==> src/rtl/ps2_key_matrix_if.sv <==
// PS/2 key matrix bundle: keyboard pins in, key state and scancode events out.
// master = key matrix side, slave = game logic / keyboard model side.
interface ps2_key_matrix_if #(
  parameter int N_KEYS = 6
);
  logic              ps2_clk;
  logic              ps2_data;
  logic [N_KEYS-1:0] key_held;
  logic [N_KEYS-1:0] key_press;
  logic [N_KEYS-1:0] key_release;
  logic              code_valid;
  logic [7:0]        code;
  logic              code_ext;
  logic              code_break;
  logic              frame_err;

  modport master (
    input  ps2_clk, ps2_data,
    output key_held, key_press, key_release,
    output code_valid, code, code_ext, code_break, frame_err
  );

  modport slave (
    output ps2_clk, ps2_data,
    input  key_held, key_press, key_release,
    input  code_valid, code, code_ext, code_break, frame_err
  );
endinterface

==> src/rtl/ps2_key_matrix.sv <==
// PS/2 keyboard front end: sync, 11-bit frame rx, E0/F0 decode, held-key map.
// Ports: clk, rst (async, active-high), kb (ps2_key_matrix_if.master).
// Option: PS2_TYPEMATIC_EN makes repeated makes of a held key pulse key_press.
module ps2_key_matrix #(
  parameter int                  N_KEYS      = 6,
  parameter logic [8*N_KEYS-1:0] KEY_CODES   =
    {8'h76, 8'h29, 8'h72, 8'h75, 8'h74, 8'h6B},
  parameter int                  SYNC_STAGES = 2,
  parameter int                  TIMEOUT_CYC = 5000
) (
  input logic               clk,
  input logic               rst,
  ps2_key_matrix_if.master  kb
);

  localparam int TW = $clog2(TIMEOUT_CYC + 1);

  typedef enum logic [1:0] {
    IDLE, DATA, PARITY, STOP
  } state_t;

  logic [SYNC_STAGES-1:0] clk_sync;
  logic [SYNC_STAGES-1:0] dat_sync;
  logic                   clk_q;
  logic                   fall;
  logic                   bit_in;

  state_t      state_q, state_d;
  logic [2:0]  cnt_q, cnt_d;
  logic [7:0]  sh_q, sh_d;
  logic        par_q, par_d;
  logic [TW-1:0] tcnt_q, tcnt_d;
  logic        byte_stb;
  logic        err;

  logic [N_KEYS-1:0] hit;
  logic [N_KEYS-1:0] held_q, held_d;
  logic [N_KEYS-1:0] press_q, press_d;
  logic [N_KEYS-1:0] rel_q, rel_d;
  logic        ext_q, ext_d;
  logic        brk_q, brk_d;
  logic        ev;
  logic        is_e0, is_f0, is_aa;
  logic        cv_q;
  logic [7:0]  code_q;
  logic        cext_q, cbrk_q;
  logic        ferr_q;

  // Synchronisers idle high so reset never fabricates a falling edge
  always_ff @(posedge clk or posedge rst) begin
    if (rst) begin
      clk_sync <= '1;
      dat_sync <= '1;
      clk_q    <= 1'b1;
    end else begin
      clk_sync <= {clk_sync[SYNC_STAGES-2:0], kb.ps2_clk};
      dat_sync <= {dat_sync[SYNC_STAGES-2:0], kb.ps2_data};
      clk_q    <= clk_sync[SYNC_STAGES-1];
    end
  end

  assign fall   = clk_q & ~clk_sync[SYNC_STAGES-1];
  assign bit_in = dat_sync[SYNC_STAGES-1];

  always_ff @(posedge clk or posedge rst) begin
    if (rst) begin
      state_q <= IDLE;
      cnt_q   <= '0;
      sh_q    <= '0;
      par_q   <= 1'b0;
      tcnt_q  <= '0;
    end else begin
      state_q <= state_d;
      cnt_q   <= cnt_d;
      sh_q    <= sh_d;
      par_q   <= par_d;
      tcnt_q  <= tcnt_d;
    end
  end

  always_comb begin
    state_d  = state_q;
    cnt_d    = cnt_q;
    sh_d     = sh_q;
    par_d    = par_q;
    tcnt_d   = tcnt_q + TW'(1);
    byte_stb = 1'b0;
    err      = 1'b0;
    if (state_q == IDLE) tcnt_d = '0;
    if (fall) begin
      tcnt_d = '0;
      unique case (state_q)
        IDLE: begin
          if (!bit_in) begin
            state_d = DATA;
            cnt_d   = '0;
          end
        end
        DATA: begin
          sh_d  = {bit_in, sh_q[7:1]};
          cnt_d = cnt_q + 3'd1;
          if (cnt_q == 3'd7) state_d = PARITY;
        end
        PARITY: begin
          par_d   = bit_in;
          state_d = STOP;
        end
        STOP: begin
          state_d = IDLE;
          if (bit_in && (^{sh_q, par_q})) byte_stb = 1'b1;
          else err = 1'b1;
        end
        default: state_d = IDLE;
      endcase
    end else if (state_q != IDLE &&
                 tcnt_q == TW'(TIMEOUT_CYC - 1)) begin
      state_d = IDLE;
      tcnt_d  = '0;
      err     = 1'b1;
    end
  end

  assign is_e0 = (sh_q == 8'hE0);
  assign is_f0 = (sh_q == 8'hF0);
  assign is_aa = (sh_q == 8'hAA);

  // Extended prefix is not part of the match; duplicates all fire
  always_comb begin
    hit = '0;
    for (int i = 0; i < N_KEYS; i++)
      hit[i] = (KEY_CODES[8*i +: 8] == sh_q);
  end

  always_comb begin
    held_d  = held_q;
    press_d = '0;
    rel_d   = '0;
    ext_d   = ext_q;
    brk_d   = brk_q;
    ev      = 1'b0;
    if (err) begin
      ext_d = 1'b0;
      brk_d = 1'b0;
    end
    if (byte_stb) begin
      unique case (1'b1)
        is_e0: ext_d = 1'b1;
        is_f0: brk_d = 1'b1;
        is_aa: begin
          held_d = '0;
          ext_d  = 1'b0;
          brk_d  = 1'b0;
          ev     = 1'b1;
        end
        default: begin
          ext_d = 1'b0;
          brk_d = 1'b0;
          ev    = 1'b1;
          if (brk_q) begin
            rel_d  = hit & held_q;
            held_d = held_q & ~hit;
          end else begin
`ifdef PS2_TYPEMATIC_EN
            press_d = hit;
`else
            press_d = hit & ~held_q;
`endif
            held_d  = held_q | hit;
          end
        end
      endcase
    end
  end

  always_ff @(posedge clk or posedge rst) begin
    if (rst) begin
      held_q  <= '0;
      press_q <= '0;
      rel_q   <= '0;
      ext_q   <= 1'b0;
      brk_q   <= 1'b0;
      cv_q    <= 1'b0;
      code_q  <= '0;
      cext_q  <= 1'b0;
      cbrk_q  <= 1'b0;
      ferr_q  <= 1'b0;
    end else begin
      held_q  <= held_d;
      press_q <= press_d;
      rel_q   <= rel_d;
      ext_q   <= ext_d;
      brk_q   <= brk_d;
      cv_q    <= ev;
      ferr_q  <= err;
      if (ev) begin
        code_q <= sh_q;
        cext_q <= ext_q;
        cbrk_q <= brk_q;
      end
    end
  end

  assign kb.key_held    = held_q;
  assign kb.key_press   = press_q;
  assign kb.key_release = rel_q;
  assign kb.code_valid  = cv_q;
  assign kb.code        = code_q;
  assign kb.code_ext    = cext_q;
  assign kb.code_break  = cbrk_q;
  assign kb.frame_err   = ferr_q;

endmodule

==> src/flat_wrapper.sv <==
// flat-port wrapper written by rule: the top's interface ports become plain ports
module ps2_key_matrix_flat 
#(
  parameter int                  N_KEYS      = 6,
  parameter logic [8*N_KEYS-1:0] KEY_CODES   =
    {8'h76, 8'h29, 8'h72, 8'h75, 8'h74, 8'h6B},
  parameter int                  SYNC_STAGES = 2,
  parameter int                  TIMEOUT_CYC = 5000
)
  (clk, rst, kb_ps2_clk, kb_ps2_data, kb_key_held, kb_key_press, kb_key_release, kb_code_valid, kb_code, kb_code_ext, kb_code_break, kb_frame_err);
  ps2_key_matrix_if #(.N_KEYS(N_KEYS)) kb_i ();
  input logic clk;
  input logic rst;
  input wire logic [$bits(kb_i.ps2_clk)-1:0] kb_ps2_clk;
  input wire logic [$bits(kb_i.ps2_data)-1:0] kb_ps2_data;
  output wire logic [$bits(kb_i.key_held)-1:0] kb_key_held;
  output wire logic [$bits(kb_i.key_press)-1:0] kb_key_press;
  output wire logic [$bits(kb_i.key_release)-1:0] kb_key_release;
  output wire logic [$bits(kb_i.code_valid)-1:0] kb_code_valid;
  output wire logic [$bits(kb_i.code)-1:0] kb_code;
  output wire logic [$bits(kb_i.code_ext)-1:0] kb_code_ext;
  output wire logic [$bits(kb_i.code_break)-1:0] kb_code_break;
  output wire logic [$bits(kb_i.frame_err)-1:0] kb_frame_err;
  assign kb_i.ps2_clk = kb_ps2_clk;
  assign kb_i.ps2_data = kb_ps2_data;
  assign kb_key_held = kb_i.key_held;
  assign kb_key_press = kb_i.key_press;
  assign kb_key_release = kb_i.key_release;
  assign kb_code_valid = kb_i.code_valid;
  assign kb_code = kb_i.code;
  assign kb_code_ext = kb_i.code_ext;
  assign kb_code_break = kb_i.code_break;
  assign kb_frame_err = kb_i.frame_err;
  ps2_key_matrix #(.N_KEYS(N_KEYS), .KEY_CODES(KEY_CODES), .SYNC_STAGES(SYNC_STAGES), .TIMEOUT_CYC(TIMEOUT_CYC)) u_core (.clk(clk), .rst(rst), .kb(kb_i));
endmodule
==> config.mk <==
export PLATFORM = sky130hd
export DESIGN_NAME = ps2_key_matrix_flat
export DESIGN_NICKNAME = d
export VERILOG_FILES = /design/src/rtl/ps2_key_matrix_if.sv /design/src/rtl/ps2_key_matrix.sv /design/src/flat_wrapper.sv
export SDC_FILE = /design/constraint.sdc
export NUM_CORES = 1
export LEC_CHECK = 0
export BUFFER_PORTS_ARGS = -buffer_cell sky130_fd_sc_hd__buf_2
export CAP_MARGIN = 0
export CORE_UTILIZATION = 45
export DETAILED_ROUTE_END_ITERATION = 8
export PLACE_DENSITY_LB_ADDON = 0.1
export SLEW_MARGIN = 20
export SYNTH_ARGS = -nofsm -noshare
export SYNTH_HDL_FRONTEND = slang
export SYNTH_SLANG_ARGS = --single-unit
==> constraint.sdc <==
create_clock -name clk -period 2.9 [get_ports clk]
set_input_delay 0.435 -clock clk [delete_from_list [all_inputs] [get_ports clk]]
set_output_delay 0.435 -clock clk [all_outputs]
set_load 0.05 [all_outputs]
* Word-level counts from Yosys, hierarchy flattened
Index checks and enable logic that the tools add are counted.
** Word-level totals
- Register bits :: 64
- Bits of input ports :: 4
- Output and inout port bits :: 30
** Operators by class
- Equal/unequal tests :: 17
- Bitwise logic cells :: 9
- Add/sub/neg operators :: 2
- Muxes and demuxes :: 33
- Reduce and logical (&&, ||, !) cells :: 14
** Operators with widths (count)
- $mux W6 :: 7
- $eq A7 B8 Y1 const A :: 5
- $mux W13 :: 3
- $eq A8 B8 Y1 const B :: 3
- $and A6 B6 Y6 :: 3
- $add A13 B1 Y13 const B :: 1
- $eq A13 B13 Y1 const B :: 1
- $mux W1 :: 13
- $not A6 Y6 :: 2
- $pmux W6 S2 :: 1
- $reduce_xor A9 Y1 :: 1
- $eq A6 B8 Y1 const A :: 1
- $mux W2 :: 4
- $pmux W2 S4 :: 1
- $ne A3 B3 Y1 const B :: 2
- $or A6 B6 Y6 :: 1
- $pmux W3 S2 :: 1
- $reduce_and A2 Y1 :: 3
- $reduce_and A3 Y1 :: 2
- $reduce_bool A2 Y1 :: 3
- $eq A2 B2 Y1 const B :: 2
- $pmux W1 S2 :: 2
- $add A3 B1 Y3 const B :: 1
- $eq A3 B3 Y1 const B :: 1
- 9 further kinds :: 11

* Longest topological paths before layout
- Word-level depth :: 8
- Mapped depth :: 7
- Mapped depth without buffers :: 7

* Worst setup path before layout
OpenSTA, ideal clock, no wires.
- Path kind :: flip-flop to flip-flop
- Start point :: register u_core.sh_q[0]
- End point :: register u_core.code_q[2] (netlist: u_core.kb.code[2])
- Data arrival time :: 2186 ps
- Cell stages (with the launch flop) :: 8
- Required time :: 2772 ps
- Period minus slack after synthesis :: 2314 ps
- Setup time :: 128 ps
- Setup slack :: 586 ps
- Path buffers :: 2
- Cell sequence :: dfrtp_1 > buf_4 > xor3_1 > or3_1 > mux2_2 > nor2_2 > buf_4 > mux2_1
** On the way
- Word-level cells in the longest chain between the ends :: 6
- Elaborated cells between the ends (all ways) :: 10
- Classes of those cells :: eq/ne (2); mux (5); reduce/logical (3)
** RTL lines
- from (decl) :: line ps2_key_matrix.sv:30 : logic [7:0] sh_q, sh_d;
- from (signal assigned) :: line ps2_key_matrix.sv:69 : sh_q <= '0;
- from (signal assigned) :: line ps2_key_matrix.sv:75 : sh_q <= sh_d;
- $reduce_xor A9 Y1 :: line ps2_key_matrix.sv:110 : if (bit_in && (^{sh_q, par_q})) byte_stb = 1'b1;
- $logic_and A1 B1 Y1 :: line ps2_key_matrix.sv:110
- $mux W1 :: line ps2_key_matrix.sv:110
- $mux W1 :: line ps2_key_matrix.sv:92 : unique case (state_q)
- $mux W1 :: line ps2_key_matrix.sv:90 : if (fall) begin
- $mux W1 (*) :: line ps2_key_matrix.sv:145 : if (byte_stb) begin
- via u_core.ev :: line ps2_key_matrix.sv:42 : logic ev;
- to (signal assigned) :: line ps2_key_matrix.sv:196 : code_q <= sh_q;
- to (decl) :: line ps2_key_matrix.sv:45 : logic [7:0] code_q;
The timed path passes the listed nets; every way through them passes the cells marked *.
A chain may end at the register's enable or synchronous reset.

* Final worst setup path
- Start point :: register u_core.sh_q[0]
- End point :: register u_core.press_q[1] (netlist: u_core.kb.key_press[1])
** On the way
- Word-level cells in the longest chain between the ends :: 6
- Elaborated cells between the ends (all ways) :: 14
- Classes of those cells :: eq/ne (4); mux (6); bitwise (1); reduce/logical (3)
** RTL lines
- $reduce_xor A9 Y1 :: line ps2_key_matrix.sv:110
- $logic_and A1 B1 Y1 :: line ps2_key_matrix.sv:110
- $mux W1 :: line ps2_key_matrix.sv:110
- $mux W1 :: line ps2_key_matrix.sv:92
- $mux W1 :: line ps2_key_matrix.sv:90
- $mux W6 (*) :: line ps2_key_matrix.sv:145
- via u_core.press_d[1] :: line ps2_key_matrix.sv:38 : logic [N_KEYS-1:0] press_q, press_d;
- to (signal assigned) :: line ps2_key_matrix.sv:189 : press_q <= press_d;
- to (decl) :: line ps2_key_matrix.sv:38
Marked as above.

==> summary.md <==
| Metric | Value |
|---|---|
| Status | `complete, no violations` |
| Flop2flop setup slack | `0.34 ns` |
| Pin count of the biggest net entering global routing | `42` |
| Final global-route overflow total | `0` |
| First-pass GRT wire length | `9470 um` |
| Leak | `1.64 nW` |
| Sequential-to-total area share from yosys stat | `54.2%` |
| CTS tree | `done` |
| Layout cells sized above 1 | `26.4%` |
| Dominant synthesized flop cell | `dfrtp_1` |
| Routed wire per std cell | `13.9 um` |
| Mapped cell area | `2960 um^2` |
| Root Buffer | `clkbuf_8` |
| I/O Pins | `34` |
| Area growth, synth to finish | `16.3%` |
| Drt via density | `5.23` |
| Drc violations | `0` |
| Die footprint | `6920 um^2` |
| Crit-path max cell delay | `0.51 ns` |
| Slew HR | `66.8%` |
| Final nets | `317` |
| R2R Path Start | `u_core.sh_q[0]` |
| Post-Layout Cell Count | `388` |
| Fin crit period | `2.56 ns` |
| Area leader, netlist | `dfrtp_1` |
| Pre-CTS setup slack | `0.196 ns` |
| Peak supply drop | `0.427 mV` |
| Placeable Area | `6350 um^2` |
| CP arrival | `2.81 ns` |
| Post-Route WL | `5380 um` |
| Number of I/O port buffers | `33` |
| # diodes | `0` |
| Post-synthesis async set-or-reset flop share | `100%` |
| FMAX | `390 MHz` |
| Startpoint Class | `flop` |
| Slew @ Worst Pin | `0.497 ns` |
| Largest cells by area after synthesis | `dfrtp_1 (50%), dfstp_2 (4.4%), mux2_2 (3.8%)` |
| Post-DRT Antenna Nets | `0` |
| RR Endpoint | `u_core.kb.key_press[1]` |
| Initial DRC count | `89` |
| Synthesized instance count | `264` |
| 1st-pass router iterations | `5` |
| Reg2reg path depth | `5` |
| Syn Area/Cell | `11.2 um^2` |
| CP required | `3.15 ns` |
| Filler cells | `559` |
| Final GP Congestion | `0.778` |
| Type of the worst setup path | `flop to flop` |
| Crit. End Element | `flop` |
| Hold_buf cts | `0` |
| Clock Latency Late Sink | `0.34 ns` |
| Critical Path Fanout Max | `14` |
| Most common cell in the netlist | `dfrtp_1` |
| CP max stage cell | `dfrtp_1` |
| # rows | `29` |
| Initial core utilization | `46.7%` |
| Initial antenna violation count | `0` |
| Post-layout util | `54.3%` |
| Crit path from | `u_core.sh_q[0]` |
| Die Span X | `83.2 um` |
| DP Wirelength | `3790 um` |
| Clock Tree Buf Depth | `2` |
| Unrepaired setup endpoints after global routing | `no` |
| CTS H-tree depth | `3` |
| Final setup vio count | `0` |
| Clock transition at the registers of the reported paths | `0.07 ns` |
| Clk sinks | `64` |
| Setup Skew | `0.00673 ns` |
| Vias in the first global route | `2032` |
| Unique masters post-synth | `48` |
| Yosys Warn Count | `0` |
| Hold slack | `0.123 ns` |
| Syn Nets | `275` |
| Final period util | `88.4%` |
| Slew Limit Fails | `0` |
| Max-cap violations | `0` |
| Final setup margin | `0.337 ns` |
| Via count | `2030` |
| CP Cell Sequence | `xor3_1 > or3_1 > mux2_2 > or3_4 > nor4_1` |
| Post-synth EDFFs | `0` |
| Num CTS Buffers | `9` |
| Inst Count DP | `372` |
| Total Neg Setup Slack | `0 ns` |
| DIE HEIGHT | `83.2 um` |
| Yosys reg bits | `64` |
| Hold Fails Final Rpt | `0` |
| Gr usage total | `17.5%` |
| Yosys top cell area share | `49.8%` |
| Crit path to | `u_core.kb.key_press[1]` |
| P per Cell Area | `657 nW/um^2` |
| Min-Delay Path Class | `input port to async pin` |
| Most frequent cells after synthesis | `dfrtp_1 (59), nor2_1 (23), nand2_1 (19)` |
[worst min-delay path by stage]
stage / start / end / cells after the start
finish: rst / u_core.kb.key_release[1] / 3
global placement: u_core.clk_sync[0] / u_core.clk_sync[1] / 0
floorplan: u_core.clk_sync[0] / u_core.clk_sync[1] / 0
detailed placement: u_core.dat_sync[0] / u_core.dat_sync[1] / 0
global route: rst / u_core.kb.key_release[1] / 3
CTS: rst / u_core.kb.key_release[1] / 3
[routing by layer]
layer,global-route usage [%],up-vias,share of wire (%)
met3,5.27,13,3.8
li1,-,1019,-
met1,21.4,960,46
met4,7.52,0,1.9
met5,0,-,0
met2,28.8,38,49
[what timing repair did]
item                       4_1_cts  5_1_grt
gates resized for setup          0        1
setup endpoints to repair        0        1
setup buffers                    0        0
[final cells by class]
cell class | count | area [um^2] | area share [%]
Clock buffer | 13 | 159 | 4.61
Clock inverter | 3 | 40.0 | 1.16
Inverter | 9 | 33.8 | 0.980
Multi-Input combinational cell | 179 | 1270 | 36.8
Sequential cell | 64 | 1610 | 46.6
Tap cell | 77 | 96.3 | 2.79
Timing Repair Buffer | 43 | 240 | 6.97
[cell usage in the layout (no fill, tap or decap), types with 8 or more instances in the layout]
cell type	synthesis	layout
o21ai_0	11	11
xor2_1	9	9
clkbuf_8	0	11
mux2_2	10	10
dfrtp_1	59	59
nand2_1	19	19
inv_1	9	8
nor2_1	23	23
buf_4	3	10
buf_2	1	33
nand3_1	8	8
[critical path: cells and delay by family, from the launching register on]
kind | cells | cell delay (ns)
flip-flops | 1 | 0.51
XOR/XNOR | 1 | 0.48
multiplexers | 1 | 0.39
AND/OR/NAND/NOR | 3 | 1.08
[power by group]
part           leakage (nW)  switching [W]  internal (W)
Combinational         0.664       0.000244      0.000208
Clock                 0.103       0.000324      0.000442
Sequential            0.871      0.0000794      0.000969
Total                  1.64       0.000648       0.00162
[logic make-up (layout without fill, tap and decap cells)]
logic type | Yosys count | in the layout | synth area share, %
fa+ha+maj | 7 | 7 | 2.95
flops | 64 | 64 | 54.2
mux | 17 | 17 | 6.33
buf+inv | 21 | 68 | 3.08
simple gates | 105 | 105 | 20.1
xor+xnor | 17 | 17 | 6.46
compound gates | 33 | 33 | 6.88
[through the flow]
step / power (W) / cell area (um^2)
global placement: 0.00151 / 3240
finish: 0.00227 / 3450
detailed placement: 0.00152 / 3240
CTS: 0.00230 / 3440
floorplan: 0.00141 / 2960
global route: 0.00241 / 3450
[sequential cells by signal (all words and copies together) (netlist names), 2 cells and up]
signal / count
u_core.kb.code: 8
u_core.state_q: 2
u_core.dat_sync: 2
u_core.sh_q: 8
u_core.cnt_q: 3
u_core.kb.key_held: 6
u_core.kb.key_press: 6
u_core.clk_sync: 2
u_core.kb.key_release: 6
u_core.tcnt_q: 13
(Power assumes the default switching activity.)
